`config.mk`:
```
export PLATFORM = sky130hd
export DESIGN_NAME = mux_pipe_n_flat
export DESIGN_NICKNAME = d
export VERILOG_FILES = /design/src/rtl/mux_pipe_n_pkg.sv /design/src/rtl/mux_pipe_n_if.sv /design/src/rtl/mux_pipe_n_skid_buf.sv /design/src/rtl/mux_pipe_n.sv /design/src/flat_wrapper.sv
export SDC_FILE = /design/constraint.sdc
export NUM_CORES = 1
export LEC_CHECK = 0
export BUFFER_PORTS_ARGS = -buffer_cell sky130_fd_sc_hd__buf_4
export CAP_MARGIN = 20
export CELL_PAD_IN_SITES_DETAIL_PLACEMENT = 0
export CELL_PAD_IN_SITES_GLOBAL_PLACEMENT = 1
export CORE_ASPECT_RATIO = 0.75
export CORE_MARGIN = 2
export CORE_UTILIZATION = 43
export DETAILED_ROUTE_END_ITERATION = 10
export PLACE_DENSITY = 0.84
export SLEW_MARGIN = 40
export SYNTH_ARGS = -nofsm -noshare
export SYNTH_HDL_FRONTEND = slang
export SYNTH_SLANG_ARGS = --single-unit
```
`constraint.sdc`:
```
create_clock -name clock -period 6.1 [get_ports clock]
set_input_delay 1.22 -clock clock [delete_from_list [all_inputs] [get_ports clock]]
set_output_delay 1.22 -clock clock [all_outputs]
set_load 0.005 [all_outputs]
```
`src/rtl/mux_pipe_n_pkg.sv`:
```
// Shared types and constants for the pipelined N-input mux.
// Holds the entry carried through the skid buffer and the buffer occupancy states.
package mux_pkg;

    localparam int MUX_MAX_IN = 16;
    localparam int ERR_CNT_W  = 8;
    // Widest data path the entry struct can carry; instances use the low WIDTH bits.
    localparam int MUX_MAX_W  = 64;

    typedef struct packed {
        logic [MUX_MAX_W-1:0] data;
        logic                 erro;
    } mux_entry_t;

    typedef enum logic [1:0] {
        BUF_EMPTY = 2'd0,
        BUF_ONE   = 2'd1,
        BUF_FULL  = 2'd2
    } buf_state_e;

    function automatic logic [ERR_CNT_W-1:0] sat_inc(input logic [ERR_CNT_W-1:0] v);
        return (&v) ? v : v + 1'b1;
    endfunction

endpackage

```
`src/rtl/mux_pipe_n_if.sv`:
```
// Handshake bundle for mux_pipe_n: producer side (ctrl/entradas/in_valid/in_ready),
// consumer side (saida/out_erro/out_valid/out_ready) and the flush request.
interface mux_pipe_n_if #(
    parameter int WIDTH = 32,
    parameter int N_IN  = 3
);
    localparam int SEL_W = $clog2(N_IN);

    logic [SEL_W-1:0]      ctrl;
    logic [N_IN*WIDTH-1:0] entradas;
    logic                  in_valid;
    logic                  in_ready;
    logic                  flush;
    logic [WIDTH-1:0]      saida;
    logic                  out_valid;
    logic                  out_ready;
    logic                  out_erro;

    // Environment side: drives the producer/consumer controls, observes the mux.
    modport master (
        output ctrl, entradas, in_valid, flush, out_ready,
        input  in_ready, saida, out_valid, out_erro
    );

    modport slave (
        input  ctrl, entradas, in_valid, flush, out_ready,
        output in_ready, saida, out_valid, out_erro
    );

endinterface

```
`src/rtl/mux_pipe_n_skid_buf.sv`:
```
// Two-entry FIFO (main + skid register) with valid/ready on both sides and flush.
// in_ready is a flop so the upstream ready path never sees downstream logic.
module skid_buf
    import mux_pkg::*;
#(
    parameter int ENTRY_W = 8
) (
    input  logic               clk_i,
    input  logic               rst_i,
    input  logic               flush_i,
    input  logic [ENTRY_W-1:0] in_data_i,
    input  logic               in_valid_i,
    output logic               in_ready_o,
    output logic [ENTRY_W-1:0] out_data_o,
    output logic               out_valid_o,
    input  logic               out_ready_i
);

    buf_state_e         state_q, state_d;
    logic               in_ready_q;
    logic [ENTRY_W-1:0] main_q, main_d;
    logic [ENTRY_W-1:0] skid_q, skid_d;
    logic               accept;
    logic               pop;

    assign accept = in_valid_i && in_ready_q && !flush_i;
    assign pop    = (state_q != BUF_EMPTY) && out_ready_i && !flush_i;

    always_comb begin
        state_d = state_q;
        main_d  = main_q;
        skid_d  = skid_q;
        if (flush_i) begin
            state_d = BUF_EMPTY;
        end else begin
            unique case (state_q)
                BUF_EMPTY: begin
                    if (accept) begin
                        main_d  = in_data_i;
                        state_d = BUF_ONE;
                    end
                end
                BUF_ONE: begin
                    if (accept && pop) begin
                        main_d = in_data_i;
                    end else if (accept) begin
                        skid_d  = in_data_i;
                        state_d = BUF_FULL;
                    end else if (pop) begin
                        state_d = BUF_EMPTY;
                    end
                end
                BUF_FULL: begin
                    // in_ready is low here, so only a pop can change occupancy.
                    if (pop) begin
                        main_d  = skid_q;
                        state_d = BUF_ONE;
                    end
                end
                default: state_d = BUF_EMPTY;
            endcase
        end
    end

    always_ff @(posedge clk_i) begin
        if (rst_i) begin
            state_q    <= BUF_EMPTY;
            in_ready_q <= 1'b1;
        end else begin
            state_q    <= state_d;
            in_ready_q <= (state_d != BUF_FULL);
        end
    end

    // Payload registers carry no reset; the valid state masks them downstream.
    always_ff @(posedge clk_i) begin
        main_q <= main_d;
        skid_q <= skid_d;
    end

    assign in_ready_o  = in_ready_q;
    assign out_valid_o = (state_q != BUF_EMPTY);
    assign out_data_o  = main_q;

endmodule

```
`src/rtl/mux_pipe_n.sv`:
```
// N-input selector with one-cycle registered output and a 2-entry skid buffer.
// Optional MUX_PIPE_ERR_CNT_EN adds a saturating count of illegal-ctrl accepts.
module mux_pipe_n
    import mux_pkg::*;
#(
    parameter int WIDTH = 32,
    parameter int N_IN  = 3,
    parameter int SEL_W = $clog2(N_IN)
) (
    input  logic               clock,
    input  logic               reset,
    mux_pipe_n_if.slave        bus
`ifdef MUX_PIPE_ERR_CNT_EN
    ,
    output logic [ERR_CNT_W-1:0] erro_cnt
`endif
);

    logic [SEL_W-1:0] ctrl_s;
    mux_entry_t       sel_s;
    mux_entry_t       out_s;
    logic             out_valid;

    assign ctrl_s = bus.ctrl;

    // Out-of-range selectors yield zero data tagged with erro.
    always_comb begin
        sel_s      = '0;
        sel_s.erro = 1'b1;
        for (int i = 0; i < N_IN; i++) begin
            if (int'(ctrl_s) == i) begin
                sel_s.data = MUX_MAX_W'(bus.entradas[i*WIDTH +: WIDTH]);
                sel_s.erro = 1'b0;
            end
        end
    end

    skid_buf #(
        .ENTRY_W($bits(mux_entry_t))
    ) u_skid (
        .clk_i      (clock),
        .rst_i      (reset),
        .flush_i    (bus.flush),
        .in_data_i  (sel_s),
        .in_valid_i (bus.in_valid),
        .in_ready_o (bus.in_ready),
        .out_data_o (out_s),
        .out_valid_o(out_valid),
        .out_ready_i(bus.out_ready)
    );

    assign bus.out_valid = out_valid;
    assign bus.saida     = out_valid ? WIDTH'(out_s.data) : '0;
    assign bus.out_erro  = out_valid && out_s.erro;

`ifdef MUX_PIPE_ERR_CNT_EN
    logic                 accept;
    logic [ERR_CNT_W-1:0] erro_cnt_q, erro_cnt_d;

    assign accept = bus.in_valid && bus.in_ready && !bus.flush;

    always_comb begin
        erro_cnt_d = erro_cnt_q;
        if (accept && sel_s.erro) begin
            erro_cnt_d = sat_inc(erro_cnt_q);
        end
    end

    // Flush leaves the count alone; only reset clears it.
    always_ff @(posedge clock) begin
        if (reset) begin
            erro_cnt_q <= '0;
        end else begin
            erro_cnt_q <= erro_cnt_d;
        end
    end

    assign erro_cnt = erro_cnt_q;
`endif

endmodule

```
`src/flat_wrapper.sv`:
```
// flat-port wrapper written by rule: the top's interface ports become plain ports
module mux_pipe_n_flat import mux_pkg::*;
#(
    parameter int WIDTH = 32,
    parameter int N_IN  = 3,
    parameter int SEL_W = $clog2(N_IN)
)
  (clock, reset, bus_ctrl, bus_entradas, bus_in_valid, bus_flush, bus_out_ready, bus_in_ready, bus_saida, bus_out_valid, bus_out_erro);
  mux_pipe_n_if #(.WIDTH(WIDTH), .N_IN(N_IN)) bus_i ();
  input  logic clock;
  input  logic reset;
  input wire logic [$bits(bus_i.ctrl)-1:0] bus_ctrl;
  input wire logic [$bits(bus_i.entradas)-1:0] bus_entradas;
  input wire logic [$bits(bus_i.in_valid)-1:0] bus_in_valid;
  input wire logic [$bits(bus_i.flush)-1:0] bus_flush;
  input wire logic [$bits(bus_i.out_ready)-1:0] bus_out_ready;
  output wire logic [$bits(bus_i.in_ready)-1:0] bus_in_ready;
  output wire logic [$bits(bus_i.saida)-1:0] bus_saida;
  output wire logic [$bits(bus_i.out_valid)-1:0] bus_out_valid;
  output wire logic [$bits(bus_i.out_erro)-1:0] bus_out_erro;
  assign bus_i.ctrl = bus_ctrl;
  assign bus_i.entradas = bus_entradas;
  assign bus_i.in_valid = bus_in_valid;
  assign bus_i.flush = bus_flush;
  assign bus_i.out_ready = bus_out_ready;
  assign bus_in_ready = bus_i.in_ready;
  assign bus_saida = bus_i.saida;
  assign bus_out_valid = bus_i.out_valid;
  assign bus_out_erro = bus_i.out_erro;
  mux_pipe_n #(.WIDTH(WIDTH), .N_IN(N_IN), .SEL_W(SEL_W)) u_core (.clock(clock), .reset(reset), .bus(bus_i));
endmodule
```
==> summary.txt, run 1 <==
Floorplan
  – Cell Rows: 29
  – Die width: 112 um
  – Floorplan die area: 0.00960 mm2
  – Initial Util: 0.445
  – Height of the die: 85.3 um
  – Number of I/O pins: 138
  – Placeable core region: 0.00853 mm2

Clock network
  – Source-to-sink clock delay at the later pin of the worst-skew pair: 0.33 ns
  – Post-CTS sizing: 0
  – Clock tree from TritonCTS: done
  – CTS max path bufs: 2
  – Number of setup buffers added after CTS: 0
  – CTS H-tree depth: 3
  – Inserted Clock Buffers: 9
  – Number of buffers inserted by hold repair at cts: 0
  – Root Driver: clkbuf_16
  – Clock transition at the register clock pins on the worst setup and hold paths after CTS: 0.05 ns
  – CTS sink cnt: 69

Layout
  – Layout fillers: 652
  – Number of diodes: 0
  – Area growth from synthesis to layout: 36.6%
  – Fraction of layout cells with a size suffix above 1: 0.593
  – Fin nets: 474

Synth
  – Count of flip-flops with a built-in enable after synthesis: 66
  – Share of flip-flops with an asynchronous set or reset: 0
  – Number of synthesized register bits: 69
  – Number of instances in the synthesized netlist: 237
  – Netlist area before placement: 0.00379 mm2
  – Yosys Warn Count: 0
  – Post-synth top flop: edfxtp_1
  – Average instance area after synthesis: 16.0 um2
  – Share of the yosys chip area belonging to registers: 0.538
  – Number of distinct library cell variants in the gate-level netlist after synthesis: 26
  – Synth Net Count: 340

Drt
  – Average wire per cell in the routed design: 16.7 um
  – Detailed-route wire length: 8090 um
  – Starting DRC count in detailed routing: 124
  – Detailed-route DRC error count: 0
  – Antenna Violating Nets Remaining: 0
  – Total iterations of the first detailed-routing run: 4
  – Vias: 2452
  – Per-cell via count in the routed design: 5.07

Worst setup path
  – Termination of the worst setup path: bus_saida[10]
  – Worst Path Max Fanout: 18
  – Worst flop-to-flop path startpoint: u_core.u_skid.state_q[1]
  – Startpoint type of the worst setup path: flop
  – Number of cell instances on the worst register-to-register path: 4
  – Worst R2R End: u_core.u_skid.out_data_o[12]
  – Required time of the worst setup path: 4.88 ns
  – Setup Crit Path Kind: reg -> out
  – Launch point of the worst path: u_core.u_skid.state_q[0]
  – Critical path data arrival time: 1.90 ns
  – Type of element capturing the critical path: primary output
  – Reg2reg setup slack: 4.27 ns

Timing
  – Total Negative Setup Slacks: 0 ns
  – Maximum clock frequency: 0.321 GHz
  – Number of failing hold endpoints at the final stage: 0
  – Fin crit share: 0.511
  – Transition at the pin with the smallest max-transition slack: 0.758 ns
  – Count of pins over their slew limit: 0
  – Worst Clk Skew: 0.00648 ns
  – Unrepaired setup endpoints after global routing: false
  – Final setup vio count: 0
  – Clock period minus worst slack: 3.12 ns
  – Slew headroom: 0.494

Min path
  – Type of the worst min-delay path: reg -> reg
  – Hold Crit Depth: 1

Place
  – Detailed placement HPWL: 5780 um
  – Count of input and output buffers: 137
  – Global placement routability congestion: 0.684

Global routing
  – Global-route wire length before repair: 12800 um
  – Total routing usage reported by global routing: 0.173
  – Vias in the first global route: 2551
  – Number of antenna violations at the first check in global routing: 0
  – Maximum number of pins on one net before global-route repair: 36
  – Final global-route overflow total: 0

Power and ir drop
  – Post-layout power: 1.19 mW
  – Peak supply drop: 0.136 mV
  – Leakage power figure: 2.20 nW
  – Power per Cell Area: 230 mW/mm2

Job
  – Max-capacitance violation count: 0

Status
  – Status: finished clean
[stage by stage]
| stage | worst slack, ns | std cells | cell area [um2] | util | hold WS, ns |
|---|---|---|---|---|---|
| 5_1_grt | 2.81 | 484 | 5180 | 0.608 | 0.549 |
| 3_3_place_gp | 2.88 | 465 | 4840 | 0.568 | 0.531 |
| 2_1_floorplan | 1.90 | 237 | 3790 | - | 0.472 |
| 6_report | 2.98 | 484 | 5180 | 0.608 | 0.542 |
| 4_1_cts | 2.92 | 484 | 5180 | 0.608 | 0.540 |
| 3_5_place_dp | 3.25 | 468 | 4920 | 0.577 | 0.533 |
[metal layers]
metal	share of wire	wire length, um	GRT usage	vias to the layer above
met3	0.070	565	0.0607	8
met5	0	0	0	-
met1	0.43	3490	0.218	1176
met2	0.49	3950	0.288	88
met4	0.011	89	0.0455	0
li1	-	-	-	1180
[worst min-delay path by stage]
| stage | start | end |
|---|---|---|
| final | u_core.u_skid.skid_q[20] | u_core.u_skid.out_data_o[20] |
| after global routing | u_core.u_skid.skid_q[20] | u_core.u_skid.out_data_o[20] |
| after CTS | u_core.u_skid.skid_q[20] | u_core.u_skid.out_data_o[20] |
| after detailed placement | u_core.u_skid.skid_q[22] | u_core.u_skid.out_data_o[22] |
| after global placement | u_core.u_skid.skid_q[22] | u_core.u_skid.out_data_o[22] |
| after floorplan | u_core.u_skid.state_q[1] | u_core.u_skid.state_q[0] |
[final cells by class]
type                    count  area [um2]  share of cell area
clock inverters             3        15.0             0.00290
multi-input cells         148        1620               0.313
flip-flops and latches     69        2040               0.394
clock buffers              13         250              0.0483
repair buffers            142        1110               0.215
well taps                 108         135              0.0261
inverters                   1        3.75            0.000724
[power breakdown]
part | switching, mW | internal [mW]
clock | 0.180 | 0.284
combinational | 0.0718 | 0.109
sequential | 0.00331 | 0.541
[cell families after synthesis]
kind of cell / synth area share
AO/OA/AOI/OAI: 0.133
XOR/XNOR: 0.00231
buffers and inverters: 0.0399
flip-flops: 0.538
multiplexers: 0.212
AND/OR/NAND/NOR: 0.0745
[worst max-delay path, cell delays in order, from the launching register on]
cell and delay [ns]:
dfxtp_1 0.36, nor2_2 0.62, buf_4 0.36, nor2b_1 0.09, buf_4 0.14
[layout by cell type, fill, tap and decap left out, types with 9 or more instances in the layout]
| cell type | synthesis | final |
|---|---|---|
| buf_4 | 5 | 139 |
| edfxtp_1 | 66 | 66 |
| o2bb2ai_2 | 30 | 30 |
| mux2i_1 | 32 | 32 |
| nor2b_1 | 34 | 34 |
| mux2_4 | 30 | 30 |
| clkbuf_16 | 0 | 9 |
[cells in the mapped netlist, types with 3 or more instances]
cell	n	share of area
buf_2	4	0.0053
buf_4	5	0.0099
buf_6	7	0.021
clkbuf_1	3	0.0030
dfxtp_1	3	0.016
edfxtp_1	66	0.52
mux2_2	3	0.0089
mux2_4	30	0.12
mux2i_1	32	0.084
nor2_1	3	0.0030
nor2b_1	34	0.056
o2bb2ai_2	30	0.12
[sequential cells by signal, summed over array words and instances, names as in the netlist]
name                      cells
u_core.u_skid.skid_q         33
u_core.u_skid.out_data_o     33
u_core.u_skid.state_q         2
u_core.u_skid.in_ready_o      1
Note: power is estimated with default switching activity, not from simulation.
==> inputs of run 2 (changes only) <==
Settings changed: ABC_AREA from default to 1, CORE_UTILIZATION 43 to 32, PLACE_DENSITY 0.84 to 0.74.
Clock period 6.1 ns to 2.65 ns, I/O delays scaled along.
==> run 2 against run 1 <==
  * Sequential power increased by 130%
  * Synthesized cell count increased by 76%
  * Utilization decreased by 14 points
  * Non-clock buffer count increased by 1
  * Sequential share of layout area increased by 0.89 points
  * Critical endpoint is now bus_saida[25]
==> summary.txt, run 2 <==
Layout
  – Most frequent cells in the layout: nand2_1 (208), buf_4 (142), edfxtp_1 (66)
  – Area growth from synthesis to layout: 40.5%
  – Fin nets: 657 (+39%)
  – Number of diodes: 0 (unchanged)
  – Fin util: 0.463 (-0.145)
  – Fraction of layout cells with a size suffix above 1: 0.352 (-0.241)
  – Most common cell after layout, fill and taps aside: nand2_1
  – Layout fillers: 1051 (+61%)

Timing
  – Min Hold Slack: 0.381 ns (-0.161 ns)
  – Slew headroom: 0.483 (-0.0105)
  – Transition at the pin with the smallest max-transition slack: 0.773 ns (+0.0148 ns)
  – Count of pins over their slew limit: 0 (unchanged)
  – Clock period minus worst slack: 2.24 ns
  – Number of failing hold endpoints at the final stage: 0 (unchanged)
  – Final setup vio count: 0 (unchanged)
  – Maximum clock frequency: 0.446 GHz
  – Worst Clk Skew: 0.00418 ns (-0.00230 ns)
  – Crit path setup slack, layout: 0.410 ns (-2.57 ns)
  – Unrepaired setup endpoints after global routing: false
  – Fin crit share: 0.845
  – Total Negative Setup Slacks: 0 ns (unchanged)

Global routing
  – Maximum number of pins on one net before global-route repair: 36 (unchanged)
  – Total routing usage reported by global routing: 0.149 (-0.0236)
  – Vias in the first global route: 2886 (+13%)
  – Number of antenna violations at the first check in global routing: 0 (unchanged)
  – Final global-route overflow total: 0 (unchanged)
  – Global-route wire length before repair: 14100 um (+10%)

Worst setup path
  – Number of cell instances on the worst register-to-register path: 5 (+1)
  – Reg2reg setup slack: 0.78 ns (-3.49 ns)
  – Startpoint type of the worst setup path: flop
  – Longest individual stage delay on the worst path: 0.50 ns (-0.12 ns)
  – WP buf/inv: 3 (+1)
  – Worst Path Max Fanout: 34 (+16)
  – Most common cell on crit path: inv_2
  – Critical path depth: 5 (+1)
  – Type of element capturing the critical path: primary output
  – Setup Crit Path Kind: reg -> out
  – Cell chain of the critical path: inv_2 > nand2_1 > inv_2 > nor2_1 > buf_4
  – Kind of cell with the highest combined delay on the critical path: buffers and inverters
  – Critical path data arrival time: 1.71 ns (-0.19 ns)
  – Cell with the biggest individual delay on the critical path: inv_2
  – Required time of the worst setup path: 2.12 ns (-2.76 ns)

Synth
  – Post-synthesis xor/xnor area fraction: 0 (-0.00231)
  – Post-synth top flop: edfxtp_1
  – Number of instances in the synthesized netlist: 418 (+76%)
  – Count of flip-flops with a built-in enable after synthesis: 66 (unchanged)
  – Netlist area before placement: 0.00361 mm2 (-4.9%)
  – Share of the yosys chip area belonging to registers: 0.566 (+0.0276)
  – Synthesized-area fraction occupied by ao, oa, aoi and oai cells: 0.00693 (-0.126)
  – Proportion of netlist area held by the largest area contributor: 0.549 (+0.0268)
  – Commonest cells in the netlist: nand2_1 (208), edfxtp_1 (66), inv_1 (37), nor2_1 (36), nand3_2 (28)
  – Number of synthesized register bits: 69 (unchanged)
  – Number of distinct library cell variants in the gate-level netlist after synthesis: 17 (-35%)
  – Yosys Warn Count: 0 (unchanged)
  – Cell types with the largest area share after synthesis: edfxtp_1 (55%), nand2_1 (22%), nand3_2 (7.8%)
  – Largest family of logic cells by synthesized area: simple AND/OR/NAND/NOR gates
  – Average instance area after synthesis: 8.63 um2 (-46%)
  – Most numerous cell in the Yosys netlist: nand2_1
  – Largest area contributor in the netlist: edfxtp_1
  – Synth Net Count: 521 (+53%)
  – Adder and majority gate portion of the synthesized area: 0 (unchanged)
  – Share of flip-flops with an asynchronous set or reset: 0 (unchanged)
  – Multiplexer share of the synthesized area: 0 (-0.212)
  – Post-synthesis simple-gate area fraction: 0.351 (+0.277)

Clock network
  – Root Driver: clkbuf_16
  – Post-CTS sizing: 0 (unchanged)
  – Clock tree from TritonCTS: done
  – Inserted Clock Buffers: 9 (unchanged)
  – CTS H-tree depth: 3 (unchanged)
  – Clock transition at the register clock pins on the worst setup and hold paths after CTS: 0.05 ns (about the same)
  – Source-to-sink clock delay at the later pin of the worst-skew pair: 0.32 ns (about the same)
  – CTS sink cnt: 69 (unchanged)
  – CTS max path bufs: 2 (unchanged)
  – Number of setup buffers added after CTS: 0 (unchanged)
  – Number of buffers inserted by hold repair at cts: 0 (unchanged)

Place
  – Detailed placement HPWL: 6470 um (+12%)
  – Post-placement setup slack: 0.662 ns (-2.59 ns)
  – Count of input and output buffers: 137 (unchanged)
  – Global placement routability congestion: 0.728 (+6.5%)

Floorplan
  – Cell Rows: 33 (+14%)
  – Floorplan die area: 0.0122 mm2 (+27%)
  – Number of I/O pins: 138 (unchanged)
  – Die width: 127 um (+13%)
  – Height of the die: 96.0 um (+12%)
  – Initial Util: 0.330 (-0.115)
  – Placeable core region: 0.0109 mm2 (+28%)

Drt
  – Detailed-route wire length: 8970 um (+11%)
  – Per-cell via count in the routed design: 4.35 (-14%)
  – Total iterations of the first detailed-routing run: 5 (+1)
  – Average wire per cell in the routed design: 12.8 um (-23%)
  – Starting DRC count in detailed routing: 137 (+10%)
  – Detailed-route DRC error count: 0 (unchanged)
  – Vias: 3044 (+24%)
  – Antenna Violating Nets Remaining: 0 (unchanged)

Power and ir drop
  – Peak supply drop: 0.344 mV (+150%)
  – Share of total power consumed by net switching: 0.218 (+0.00368)
  – Seq pwr share: 0.456 (-0.002)
  – Int Pwr: 2.14 mW (+130%)
  – Power per Cell Area: 540 mW/mm2 (+140%)
  – Clock share of power: 0.418 (+0.027)
  – Post-layout power: 2.74 mW (+130%)
  – Fraction of power consumed by combinational cells: 0.126 (-0.026)
  – Sw power: 598 uW (+130%)
  – Leakage power figure: 2.51 nW (+14%)

Job
  – Max-capacitance violation count: 0 (unchanged)

Min path
  – Hold Crit Depth: 2 (+1)
  – Type of the worst min-delay path: in -> reg

Status
  – Status: finished clean
-- run 2: cell type report --
class	instances	area, um2	area share
multi-input combinational	288	1310	0.259
clock buffer	10	229	0.0452
inverter	43	161	0.0318
timing repair buffer	143	1090	0.214
tap	140	175	0.0346
clock inverter	6	63.8	0.0126
sequential	69	2040	0.403
-- run 2: metal layers --
| metal | vias up | routed length (um) | global-route usage |
|---|---|---|---|
| met5 | - | 0 | 0 |
| met1 | 1336 | 4320 | 0.202 |
| met4 | 0 | 95 | 0.0430 |
| li1 | 1583 | - | - |
| met2 | 111 | 3900 | 0.232 |
| met3 | 14 | 654 | 0.0472 |
-- run 2: worst paths after layout --
kind                                 start                      endpoint
hold / removal                       reset      u_core.u_skid.state_q[0]
setup / recovery  u_core.u_skid.state_q[1]                 bus_saida[25]
hold reg to reg   u_core.u_skid.skid_q[27]  u_core.u_skid.out_data_o[27]
setup reg to reg  u_core.u_skid.state_q[1]  u_core.u_skid.out_data_o[16]
-- run 2: power groups by stage --
stage,clock network [mW],registers (mW),logic (mW)
6_report,1.14,1.25,0.344
2_1_floorplan,0,1.27,0.166
3_5_place_dp,0,1.27,0.348
5_1_grt,1.21,1.25,0.387
3_3_place_gp,0,1.27,0.343
4_1_cts,1.17,1.25,0.350
-- run 2: cells by family after synthesis --
logic type	count (synthesis)
simple gates	283
buf+inv	61
flops	69
compound gates	5
-- run 2: metrics by stage --
stage / cell area [um2] / std cells
floorplan: 3610 / 418
detailed placement: 4780 / 683
finish: 5070 / 699
global placement: 4780 / 683
global route: 5070 / 699
CTS: 5070 / 699
